File: src/rtl/spi_regbank_pkg.sv
// rtl/spi_regbank_pkg.sv - shared types and constants for the register-bank arbiter
package spi_regbank_pkg;

    localparam int ADDR_W_DEF   = 3;
    localparam int DATA_W_DEF   = 8;
    localparam int NUM_REGS_DEF = 6;

    localparam int REQ_SPI  = 0;
    localparam int REQ_HOST = 1;

    typedef enum logic [1:0] {
        IDLE   = 2'd0,
        ACCESS = 2'd1,
        RESP   = 2'd2
    } state_t;

endpackage

File: src/rtl/rr_pick2.sv
// rtl/rr_pick2.sv - combinational two-way round-robin picker
module rr_pick2
    import spi_regbank_pkg::*;
(
    input  logic [1:0] req,
    input  logic       last_gnt,
    output logic       valid,
    output logic       gnt
);

    always_comb begin
        valid = |req;
        gnt   = 1'b0;
        // On a tie the requester that did not win last time goes next.
        if (req[REQ_SPI] && req[REQ_HOST]) begin
            gnt = ~last_gnt;
        end else if (req[REQ_HOST]) begin
            gnt = 1'b1;
        end
    end

endmodule

File: src/rtl/spi_regbank_arbiter.sv
// rtl/spi_regbank_arbiter.sv - shares the register-bank port between SPI decoder and host
module spi_regbank_arbiter
    import spi_regbank_pkg::*;
#(
    parameter int ADDR_W   = ADDR_W_DEF,
    parameter int DATA_W   = DATA_W_DEF,
    parameter int NUM_REGS = NUM_REGS_DEF
) (
    input  logic              clk,
    input  logic              rst,
    input  logic [1:0]        req,
    input  logic [1:0]        we,
    input  logic [ADDR_W-1:0] addr0,
    input  logic [ADDR_W-1:0] addr1,
    input  logic [DATA_W-1:0] wdata0,
    input  logic [DATA_W-1:0] wdata1,
    output logic [1:0]        ack,
    output logic [1:0]        err,
    output logic [DATA_W-1:0] rdata,
    output logic              bank_en,
    output logic              bank_we,
    output logic [ADDR_W-1:0] bank_addr,
    output logic [DATA_W-1:0] bank_wdata,
    input  logic [DATA_W-1:0] bank_rdata
);

    function automatic logic in_range(input logic [ADDR_W-1:0] a);
        return int'(a) < NUM_REGS;
    endfunction

    state_t            state, state_d;
    logic              gnt_q, gnt_d;
    logic              last_gnt_q, last_gnt_d;
    logic              we_q, we_d;
    logic [ADDR_W-1:0] addr_q, addr_d;
    logic [DATA_W-1:0] wdata_q, wdata_d;
    logic [1:0]        ack_d, err_d;
    logic [DATA_W-1:0] rdata_d;
    logic              bank_en_d, bank_we_d;
    logic [ADDR_W-1:0] bank_addr_d;
    logic [DATA_W-1:0] bank_wdata_d;

    logic              pick_valid, pick_gnt;
    logic              sel_we;
    logic [ADDR_W-1:0] sel_addr;
    logic [DATA_W-1:0] sel_wdata;

    rr_pick2 u_pick (
        .req      (req),
        .last_gnt (last_gnt_q),
        .valid    (pick_valid),
        .gnt      (pick_gnt)
    );

    assign sel_we    = we[pick_gnt];
    assign sel_addr  = pick_gnt ? addr1  : addr0;
    assign sel_wdata = pick_gnt ? wdata1 : wdata0;

    always_comb begin
        state_d      = state;
        gnt_d        = gnt_q;
        last_gnt_d   = last_gnt_q;
        we_d         = we_q;
        addr_d       = addr_q;
        wdata_d      = wdata_q;
        ack_d        = 2'b00;
        err_d        = 2'b00;
        rdata_d      = rdata;
        bank_en_d    = 1'b0;
        bank_we_d    = 1'b0;
        bank_addr_d  = bank_addr;
        bank_wdata_d = bank_wdata;
        unique case (state)
            IDLE: begin
                if (pick_valid) begin
                    gnt_d      = pick_gnt;
                    last_gnt_d = pick_gnt;
                    we_d       = sel_we;
                    addr_d     = sel_addr;
                    wdata_d    = sel_wdata;
                    state_d    = ACCESS;
                    // Bank strobe registers here so it is high for exactly the ACCESS cycle.
                    if (in_range(sel_addr)) begin
                        bank_en_d    = 1'b1;
                        bank_we_d    = sel_we;
                        bank_addr_d  = sel_addr;
                        bank_wdata_d = sel_wdata;
                    end
                end
            end
            ACCESS: begin
                state_d = RESP;
            end
            RESP: begin
                ack_d[gnt_q] = 1'b1;
                err_d[gnt_q] = ~in_range(addr_q);
                rdata_d      = (!we_q && in_range(addr_q)) ? bank_rdata : '0;
                state_d      = IDLE;
            end
            default: begin
                state_d = IDLE;
            end
        endcase
    end

    always_ff @(posedge clk or posedge rst) begin
        if (rst) begin
            state      <= IDLE;
            gnt_q      <= 1'b0;
            last_gnt_q <= 1'b1;
            we_q       <= 1'b0;
            addr_q     <= '0;
            wdata_q    <= '0;
            ack        <= 2'b00;
            err        <= 2'b00;
            rdata      <= '0;
            bank_en    <= 1'b0;
            bank_we    <= 1'b0;
            bank_addr  <= '0;
            bank_wdata <= '0;
        end else begin
            state      <= state_d;
            gnt_q      <= gnt_d;
            last_gnt_q <= last_gnt_d;
            we_q       <= we_d;
            addr_q     <= addr_d;
            wdata_q    <= wdata_d;
            ack        <= ack_d;
            err        <= err_d;
            rdata      <= rdata_d;
            bank_en    <= bank_en_d;
            bank_we    <= bank_we_d;
            bank_addr  <= bank_addr_d;
            bank_wdata <= bank_wdata_d;
        end
    end

endmodule

File: config.mk
export PLATFORM = sky130hd
export DESIGN_NAME = spi_regbank_arbiter
export DESIGN_NICKNAME = d
export VERILOG_FILES = /design/src/rtl/spi_regbank_pkg.sv /design/src/rtl/rr_pick2.sv /design/src/rtl/spi_regbank_arbiter.sv
export SDC_FILE = /design/constraint.sdc
export NUM_CORES = 1
export LEC_CHECK = 0
export BUFFER_PORTS_ARGS = -buffer_cell sky130_fd_sc_hd__buf_2
export CORE_MARGIN = 3
export CORE_UTILIZATION = 46
export DETAILED_ROUTE_END_ITERATION = 16
export GPL_ROUTABILITY_DRIVEN = 0
export GPL_TIMING_DRIVEN = 1
export PLACE_DENSITY = 0.78
export SLEW_MARGIN = 20
export SYNTH_ARGS = -nofsm -noshare
export SYNTH_HDL_FRONTEND = slang
export SYNTH_SLANG_ARGS = --single-unit
export TNS_END_PERCENT = 50
File: constraint.sdc
create_clock -name clk -period 1.65 [get_ports clk]
set_input_delay 0.2475 -clock clk [delete_from_list [all_inputs] [get_ports clk]]
set_output_delay 0.2475 -clock clk [all_outputs]
set_load 0.01 [all_outputs]
# [Yosys cells after proc, flatten, opt, wreduce, memory -nomap -nowiden]
# Index checks and enable logic that the tools add are counted.
# Widths: inputs -> output; s select.
[totals] reg_bits=33 wordCells=50 output_inout_bits=25 input_bits=36
[classes] reduce_logical=8 n_mux=19 n_bitwise=3 n_lt_le_gt_ge=5 eq_ne=3
[op_table] cell="$mux 8" count=2
[op_table] cell="$mux 1" count=11
[op_table] cell="$lt 3x3->1 const B" count=2
[op_table] cell="$mux 2" count=3
[op_table] cell="$lt 1x2->1 const B" count=2
[op_table] cell="$pmux 2 s2" count=1
[op_table] cell="$logic_and 1x1->1" count=3
[op_table] cell="$mux 3" count=1
[op_table] cell="$reduce_and 3->1" count=1
[op_table] cell="$and 2x2->2" count=1
[op_table] cell="$eq 2x1->1 const B" count=1
[op_table] cell="$eq 2x2->1 const B" count=1
[op_table] cell="$logic_not 2->1" count=1
[op_table] cell="$ne 2x2->1 const B" count=1
[op_table] cell="$not 1->1" count=2
[op_table] cell="$reduce_and 2->1" count=1
[op_table] cell="$reduce_or 2->1" count=1
[op_table] cell="$demux 1 s1" count=1
[op_table] cell="$ge 1x1->1 const B" count=1
[op_table] cell="$logic_not 1->1" count=1

# [Longest topological paths before layout]
# Gate-level depths: netlist (run 1).
[depth] ltp_word=7 ltp_mapped=5 mapped_depth_nobuf=5

# [Hierarchy]
# From an unflattened synthesis (run 1), not the netlist that was laid out.
[hier_totals] hier_cells=95 area_unflattened_um2=1326.3
[modules_own_cells] module="spi_regbank_arbiter" area_per_inst_um2=1312.5 n_inst=1 seq_area_each_um2=802.0 cells_each=93
[modules_own_cells] module="rr_pick2" area_per_inst_um2=13.8 n_inst=1 seq_area_each_um2=0.0 cells_each=2

# [Least setup slack after synthesis (run 1)]
# OpenSTA, ideal clock, no wires.
[synth_path] path_type="register -> register" from="register last_gnt_q" to="register bank_addr[0]" setup_ps=123 arrival_time_ps=1193 n_path_buf=0 synth_period_minus_slack_ps=1316 slack_ps=334 stages_incl_launch_ff=4 cell_sequence="dfstp_2 nand2b_1 nand4_1 o221a_2"
[synth_between] elab_chain_len=5
[synth_lines] item="from (decl)" line_no="spi_regbank_arbiter.sv:33" source="logic last_gnt_q, last_gnt_d;"
[synth_lines] item="from (signal assigned)" line_no="spi_regbank_arbiter.sv:124" source="last_gnt_q <= last_gnt_d;"
[synth_lines] item="$not 1->1 *" line_no="rr_pick2.sv:16" source="gnt = ~last_gnt;"
[synth_lines] item="$mux 1 *" line_no="rr_pick2.sv:15" source="if (req[REQ_SPI] && req[REQ_HOST]) begin"
[synth_lines] item="$mux 3 *" line_no="spi_regbank_arbiter.sv:56" source="assign sel_addr = pick_gnt ? addr1 : addr0;"
[synth_lines] item="$lt 3x3->1" line_no="spi_regbank_arbiter.sv:28" source="return int'(a) < NUM_REGS;"
[synth_lines] item="$reduce_and 3->1 (no line)"
[synth_lines] item="to (signal assigned)" line_no="spi_regbank_arbiter.sv:133" source="bank_addr <= bank_addr_d;"
[synth_lines] item="to (decl)" line_no="spi_regbank_arbiter.sv:22" source="output logic [ADDR_W-1:0] bank_addr,"
# Every way passes the cells marked *; elsewhere a longest branch is shown, timed or not.
# A chain may end at the register's enable or synchronous reset.

# [Worst setup path after layout (run 1)]
[layout_path] from="register last_gnt_q" to="register bank_wdata[0]"
[layout_between] elab_chain_len=5
[layout_lines] item="$not 1->1 *" line_no="rr_pick2.sv:16"
[layout_lines] item="$mux 1 *" line_no="rr_pick2.sv:15"
[layout_lines] item="$mux 3" line_no="spi_regbank_arbiter.sv:56"
[layout_lines] item="$lt 3x3->1" line_no="spi_regbank_arbiter.sv:28"
[layout_lines] item="$reduce_and 3->1 (no line)"
[layout_lines] item="to (signal assigned)" line_no="spi_regbank_arbiter.sv:134" source="bank_wdata <= bank_wdata_d;"
[layout_lines] item="to (decl)" line_no="spi_regbank_arbiter.sv:23" source="output logic [DATA_W-1:0] bank_wdata,"
# Marked as above.

==> flow_summary.ini, run 1 <==
[routing]
final_antenna_net_count = 0
drtIter0Drc = 33
wirelength_mm = 3.53
drc = 0
via_per_inst = 5.52
first_pass_iters = 4
drt-wirelength-per-cell_microns = 15.6
vias = 1248

[setup_path]
critPathMaxFanout = 9
worstPathRequired_ns = 1.87
worst-path-buf-inv = 0
cp-start-kind = flop
path_depth = 3
ff2ff_path_depth = 3
crit_family = flip-flops
critical-path-max-stage-delay_ns = 0.57
rrSetupSlack_ns = 0.09
r2r-end = bank_wdata[0]
path_cells = nand2b_1 -> nand4_1 -> o221a_2
reg2reg_from = last_gnt_q
cp-end-kind = flop
crit_slowest_cell = dfstp_2
worst-setup-path-type = reg2reg
cp.arrival_ns = 1.78

[layout]
drive_above_1_share = 0.441
area_growth_pct = 29.0
instances_no_fill = 226
layout_commonest_cell = buf_2
n_antenna_cell = 0
nNetsFinal = 231
layout_common_cells = 60 x buf_2, 31 x dfrtp_1, 13 x nor2_1, 12 x nand2_1, 11 x o21ai_0

[power_and_ir_drop]
p_per_area_nw_per_um2 = 1710
switching_share = 0.379
p_clk_frac = 0.132
p_sw_w = 0.00117
pwr-share-seq = 0.439
peakVddDrop_uv = 988
leakagePower_nw = 0.886
cell_internal_pwr_w = 0.00192
combPwrFrac = 0.429

[sta]
period_share = 0.946
max_freq_ghz = 0.641
setup_tns_ns = 0
rsz0062_at_grt = false
worst_clock_skew_ns = 0.00430
tightest_slew_ns = 0.508
finalSetupViolations = 0
max_slew_margin = 0.660
hold_violations = 0
hold_ws_ns = 0.143
finalMaxSlewViolations = 0
fin_crit_ns = 1.56

[die]
ioPinCount = 61
die_y_microns = 61.1
rows = 19
dieWidth_microns = 61.1
start_util = 0.494
coreArea_sq_um = 2830
die_area_sq_um = 3740

[synth]
ys_types = 31
async_reset_ff_frac = 1.00
ys_ff_latch = 32
synth_top_cell_by_area = dfrtp_1
synth_top_area_share = 0.555
syn-mean-instance-area_sq_um = 10.9
synth_edf_count = 0
synth-main-ff-cell = dfrtp_1
syn-num-nets = 164
syn_inst = 128
synth.area.top_cells = dfrtp_1 55%, o221a_2 7.2%, a22o_1 5.0%
yosysSeqAreaShare = 0.573
yosys_warnings = 0
syn_area_sq_um = 1400

[global_route]
gr-total-overflow = 0
grt_antenna_before_repair = 0
grt_pass1_vias = 1300
grt_max_degree = 33
grt_pass1_wl_mm = 5.68
grtUsageTotal = 0.211

[placed_design]
dp_hpwl_mm = 2.58
place_inst = 218
numPortBuffers = 60

[clocking]
tritoncts = built
numCtsBuffers = 5
clock-root-buffer = clkbuf_4
clkSinkCount = 32
clkTransAtPathRegs_ns = 0.09
clockBufferDepth = 2
htreeDepth = 2
insertion_delay_ns = 0.32
cts_setup_buffers = 0

[worst_hold_path]
hold_path_depth = 2
holdCritPathClass = in2reg
min_to = rdata[3]
holdCritStartpoint = bank_rdata[3]

[flow_run]
drv_cap = 0

[run_status]
status = completed
-- kinds of logic after synthesis --
kind of cell / count (synthesis) / share of synthesized area
AND/OR/NAND/NOR: 48 / 0.169
AO/OA/AOI/OAI: 39 / 0.231
buffers and inverters: 9 / 0.0268
flip-flops: 32 / 0.573
-- power by group through the flow --
stage          combinational, W  clock (W)  sequential [W]
6_report                0.00133   0.000409         0.00136
5_1_grt                 0.00148   0.000446         0.00140
4_1_cts                 0.00134   0.000419         0.00136
3_5_place_dp            0.00134          0         0.00137
3_3_place_gp            0.00128          0         0.00134
2_1_floorplan          0.000724          0         0.00147
-- cell type report --
class                      count  area (sq um)
clock buffer                   6          41.3
clock inverter                 1          5.00
fill                         236          1020
inverter                       5          18.8
multi-input combinational     87           566
sequential                    32           802
tap                           31          38.8
timing repair buffer          64           333
-- what timing repair did --
action,in CTS,in global routing
hold buffers,1,0
resized for setup,0,1
endpoints found under the hold margin,31,0
setup endpoints to repair,0,1
-- per-layer routing --
layer	part of all wire	vias up	global-route usage
met5	0	-	0
met4	0.014	0	0.0867
met3	0.063	6	0.0587
met2	0.50	47	0.376
met1	0.42	590	0.237
li1	-	605	-
-- per-stage QoR --
| step | instance area [sq um] | worst slack, ns | utilization | total power, W |
|---|---|---|---|---|
| after floorplan | 1400 | 0.334 | - | 0.00219 |
| after global placement | 1740 | 0.191 | 0.616 | 0.00262 |
| after detailed placement | 1740 | 0.0756 | 0.616 | 0.00270 |
| after CTS | 1800 | 0.0588 | 0.636 | 0.00311 |
| after global routing | 1800 | 0.00274 | 0.638 | 0.00332 |
| final | 1800 | 0.0888 | 0.638 | 0.00309 |
-- worst reg2reg max path: cells and delay by family (launching register included) --
kind | cells | cell delay (ns)
AND/OR/NAND/NOR | 2 | 0.49
AO/OA/AOI/OAI | 1 | 0.40
flip-flops | 1 | 0.57
-- Yosys cell counts, types with 2 or more instances --
| library cell | count |
|---|---|
| nand2b_1 | 2 |
| nand2_1 | 12 |
| nor3_1 | 2 |
| a21boi_0 | 2 |
| nor4_1 | 9 |
| nand3_1 | 4 |
| inv_1 | 4 |
| buf_2 | 2 |
| a22o_1 | 8 |
| nor2_1 | 13 |
| o21ai_0 | 11 |
| o21a_1 | 2 |
| o221a_2 | 9 |
| dfrtp_1 | 31 |
-- worst max path at each step --
stage               start             to  slack [ns]
2_1_floorplan  last_gnt_q   bank_addr[0]        0.33
3_3_place_gp   last_gnt_q  bank_wdata[6]        0.19
3_5_place_dp   last_gnt_q  bank_wdata[7]        0.08
4_1_cts        last_gnt_q  bank_wdata[0]        0.06
5_1_grt          state[1]  bank_wdata[0]       0.003
6_report       last_gnt_q  bank_wdata[0]        0.09
-- sequential cells by signal, summed over array words and instances (netlist names) --
name	cells
ack	2
addr_q	2
bank_addr	3
bank_en	1
bank_wdata	8
bank_we	1
err	2
gnt_q	1
last_gnt_q	1
rdata	8
state	2
we_q	1
No activity file was read; power rests on OpenSTA's default activity.
==> inputs of run 2 (changes only) <==
CELL_PAD_IN_SITES_DETAIL_PLACEMENT = 2   (was unset)
CELL_PAD_IN_SITES_GLOBAL_PLACEMENT = 2   (was unset)
CORE_UTILIZATION = 27   (was 46)
PLACE_DENSITY = unset   (was 0.78)
PLACE_DENSITY_LB_ADDON = 0.1   (was unset)
==> flow_summary.ini, run 2 (synthesis results as in run 1) <==
[placed_design]
numPortBuffers = 60
dp_hpwl_mm = 3.29

[layout]
drive_above_1_share = 0.444
fillers = 543
multi_input_area_sq_um = 559
nNetsFinal = 231
n_antenna_cell = 0
area_growth_pct = 36.0
layout_common_cells = 60 x buf_2, 31 x dfrtp_1, 13 x nor2_1, 12 x nand2_1, 11 x o21ai_0
layout_commonest_cell = buf_2
reg_top3 = bank_wdata (8), rdata (8), bank_addr (3)
regArea_sq_um = 802

[clocking]
insertion_delay_ns = 0.28
cts_setup_buffers = 0
clock-root-buffer = clkbuf_8
clockBufferDepth = 2
clkSinkCount = 32
numCtsBuffers = 5
cts.repair.resized = 0
htreeDepth = 2
clkTransAtPathRegs_ns = 0.06
tritoncts = built
cts_hold_buf = 0

[sta]
max_freq_ghz = 0.658
setup_tns_ns = 0
worst_clock_skew_ns = 0.00442
rsz0062_at_grt = false
tightest_slew_ns = 0.541
finalMaxSlewViolations = 0
max_slew_margin = 0.638
hold_violations = 0
period_share = 0.921
finalSetupViolations = 0
fin_crit_ns = 1.52
hold_ws_ns = 0.0533

[die]
ioPinCount = 61
rows = 25
dieWidth_microns = 78.0
die_area_sq_um = 6080
start_util = 0.287
coreArea_sq_um = 4880
die_y_microns = 78.0

[power_and_ir_drop]
p_per_area_nw_per_um2 = 1830
peakVddDrop_uv = 543
leakagePower_nw = 0.912

[routing]
via_per_inst = 5.01
drt-wirelength-per-cell_microns = 16.9
final_antenna_net_count = 0
drtIter0Drc = 53
first_pass_iters = 4
vias = 1317
wirelength_mm = 4.43
drc = 0

[setup_path]
critPathLaunch = state[1]
crit_slowest_cell = dfrtp_1
reg2reg_from = state[1]
cp.arrival_ns = 1.73
worst-setup-path-type = reg2reg
path_cells = nor2_1 -> o21ai_1 -> a31oi_4 -> o221a_2
worstPathRequired_ns = 1.86
cp-start-kind = flop
worst-path-buf-inv = 0
crit_family = compound AO/OA/AOI/OAI gates
critical-path-max-stage-delay_ns = 0.40
cp-end-kind = flop
critPathMaxFanout = 10

[global_route]
grt_max_degree = 33
grtUsageTotal = 0.155
gr-total-overflow = 0
grt_antenna_before_repair = 0
grt_pass1_wl_mm = 7.33
grt_pass1_vias = 1435

[worst_hold_path]
holdCritPathClass = in2async

[flow_run]
drv_cap = 0

[run_status]
status = completed
==> run 2: cell count changes in the layout (fill, tap and decap cells not counted), sizes merged <==
cell / before / now
buf: 63 / 64
bufinv: 0 / 1
dlygate4sd3: 1 / 0
==> run 2: layout make-up <==
cell class | count | share of cell area
clock inverter | 2 | 0.0184
timing repair buffer | 64 | 0.174
inverter | 5 | 0.00987
clock buffer | 6 | 0.0382
tap | 67 | 0.0441
multi-input combinational | 87 | 0.294
sequential | 32 | 0.422
==> run 2: path summary, 6_finish.rpt <==
check	endpoint	slack, ns	depth (start not counted)
setup / recovery	bank_wdata[0]	0.13	4
hold / removal	bank_wdata[5]	0.05	3
setup reg to reg	bank_wdata[0]	0.13	4
hold reg to reg	err[0]	0.47	1
max in group asynchronous	last_gnt_q	1.26	3
min in group clk	rdata[5]	0.19	2
==> run 2: metrics by stage <==
stage               total power [W]  setup WS [ns]  cell area [sq um]  cells  utilization
finish                      0.00347          0.130               1900    263        0.390
global route                0.00375        0.00389               1900    263        0.390
CTS                         0.00354          0.133               1900    263        0.390
detailed placement          0.00277          0.162               1790    255        0.368
global placement            0.00267          0.253               1790    255        0.368
floorplan                   0.00219          0.334               1400    128            -
==> run 2: power breakdown <==
| group | switching, W | leakage, nW | total, W | internal [W] |
|---|---|---|---|---|
| logic | 0.000742 | 0.465 | 0.00137 | 0.000628 |
| clock network | 0.000284 | 0.0552 | 0.000732 | 0.000448 |
| registers | 0.000229 | 0.392 | 0.00137 | 0.00114 |
| total | 0.00125 | 0.912 | 0.00347 | 0.00222 |
==> run 2: tightest hold or removal path: stages <==
cell and delay (ns):
buf_2 0.09, inv_1 0.04, buf_4 0.37
==> run 2: metal layers <==
layer / vias up / track usage / part of all wire
li1: 606 / - / -
met1: 666 / 0.194 / 0.45
met2: 41 / 0.252 / 0.48
met3: 4 / 0.0510 / 0.058
met4: 0 / 0.0524 / 0.0083
met5: - / 0 / 0
==> inputs of run 3 (changes only) <==
RECOVER_POWER = 25   (was unset)
==> flow_summary.ini, run 3 (synthesis results as in run 1) <==
[run_status]
status = completed

[layout]
regArea_sq_um = 802
fin_util = 0.389
finalInstanceArea_sq_um = 1900
fillers = 542
instances_no_fill = 263
layout_commonest_cell = buf_2
area_growth_pct = 35.8
drive_above_1_share = 0.444
multi_input_area_sq_um = 559
n_antenna_cell = 0
nNetsFinal = 231
layout_common_cells = 60 x buf_2, 31 x dfrtp_1, 13 x nor2_1, 12 x nand2_1, 11 x o21ai_0
reg_top3 = bank_wdata (8), rdata (8), bank_addr (3)

[power_and_ir_drop]
peakVddDrop_uv = 543
p_per_area_nw_per_um2 = 1830
leakagePower_nw = 0.912

[sta]
finalMaxSlewViolations = 0
max_slew_margin = 0.448
max_freq_ghz = 0.658
hold_violations = 0
fin_crit_ns = 1.52
rsz0062_at_grt = false
hold_ws_ns = 0.186
period_share = 0.921
finalSetupViolations = 0
setup_tns_ns = 0
tightest_slew_ns = 0.828
worst_clock_skew_ns = 0.00442

[global_route]
grt_antenna_before_repair = 0
grt_max_degree = 33
gr-total-overflow = 0
grtUsageTotal = 0.155
grt_pass1_wl_mm = 7.33
grt_pass1_vias = 1435

[placed_design]
numPortBuffers = 60
place_inst = 255
dp_hpwl_mm = 3.29
placed_area_sq_um = 1790

[flow_run]
drv_cap = 0

[routing]
via_per_inst = 5.01
drc = 0
vias = 1317
wirelength_mm = 4.43
drtIter0Drc = 53
final_antenna_net_count = 0
first_pass_iters = 4
drt-wirelength-per-cell_microns = 16.9

[clocking]
clkSinkCount = 32
cts_hold_buf = 0
cts_setup_buffers = 0
clkTransAtPathRegs_ns = 0.07
clock-root-buffer = clkbuf_8
tritoncts = built
numCtsBuffers = 5
htreeDepth = 2
cts.repair.resized = 0
clockBufferDepth = 2
insertion_delay_ns = 0.28

[setup_path]
cp-end-kind = flop
rrSetupSlack_ns = 0.13
critPathMaxFanout = 10
worstPathRequired_ns = 1.86
cp.arrival_ns = 1.73
cp-start-kind = flop
worst-setup-path-type = reg2reg

[die]
dieWidth_microns = 78.0
rows = 25
ioPinCount = 61
die_area_sq_um = 6080
start_util = 0.287
coreArea_sq_um = 4880
die_y_microns = 78.0

[worst_hold_path]
holdCritPathClass = in2reg
[run 3: cell types whose count changed in the layout (fill, tap and decap cells not counted), sizes merged]
cell    previous run  this run
clkbuf             6         7
buf               64        63
[run 3: metrics by stage]
stage | setup slack (ns) | total power, W
3_5_place_dp | 0.162 | 0.00277
3_3_place_gp | 0.253 | 0.00267
2_1_floorplan | 0.334 | 0.00219
5_1_grt | 0.00389 | 0.00375
6_report | 0.130 | 0.00347
4_1_cts | 0.133 | 0.00354
[run 3: final timing paths]
check,startpoint,to,depth (start not counted)
worst max-delay path,state[1],bank_wdata[0],4
worst min-delay path,bank_rdata[5],rdata[5],2
worst max register to register,state[1],bank_wdata[0],4
worst min register to register,gnt_q,err[0],1
max in group asynchronous,rst,state[1],3
min in group asynchronous,rst,bank_wdata[5],3
[run 3: metal layers]
layer / GRT usage / part of all wire
met1: 0.194 / 0.45
met2: 0.252 / 0.49
met3: 0.0510 / 0.058
met4: 0.0524 / 0.0083
met5: 0 / 0
[run 3: power breakdown]
| group | switching [W] | total [W] | internal (W) |
|---|---|---|---|
| Combinational | 0.000742 | 0.00137 | 0.000627 |
| Sequential | 0.000229 | 0.00137 | 0.00114 |
| Clock | 0.000284 | 0.000732 | 0.000448 |
[run 3: layout make-up]
class / count / share of cell area
sequential: 32 / 0.422
multi-input combinational: 87 / 0.294
timing repair buffer: 64 / 0.173
tap: 67 / 0.0441
clock buffer: 6 / 0.0382
clock inverter: 2 / 0.0184
inverter: 5 / 0.00988
[run 3: worst max-delay path, stage by stage, from the launching register on]
cell	delay (ns)
dfrtp_1	0.40
nor2_1	0.21
o21ai_1	0.20
a31oi_4	0.38
o221a_2	0.26
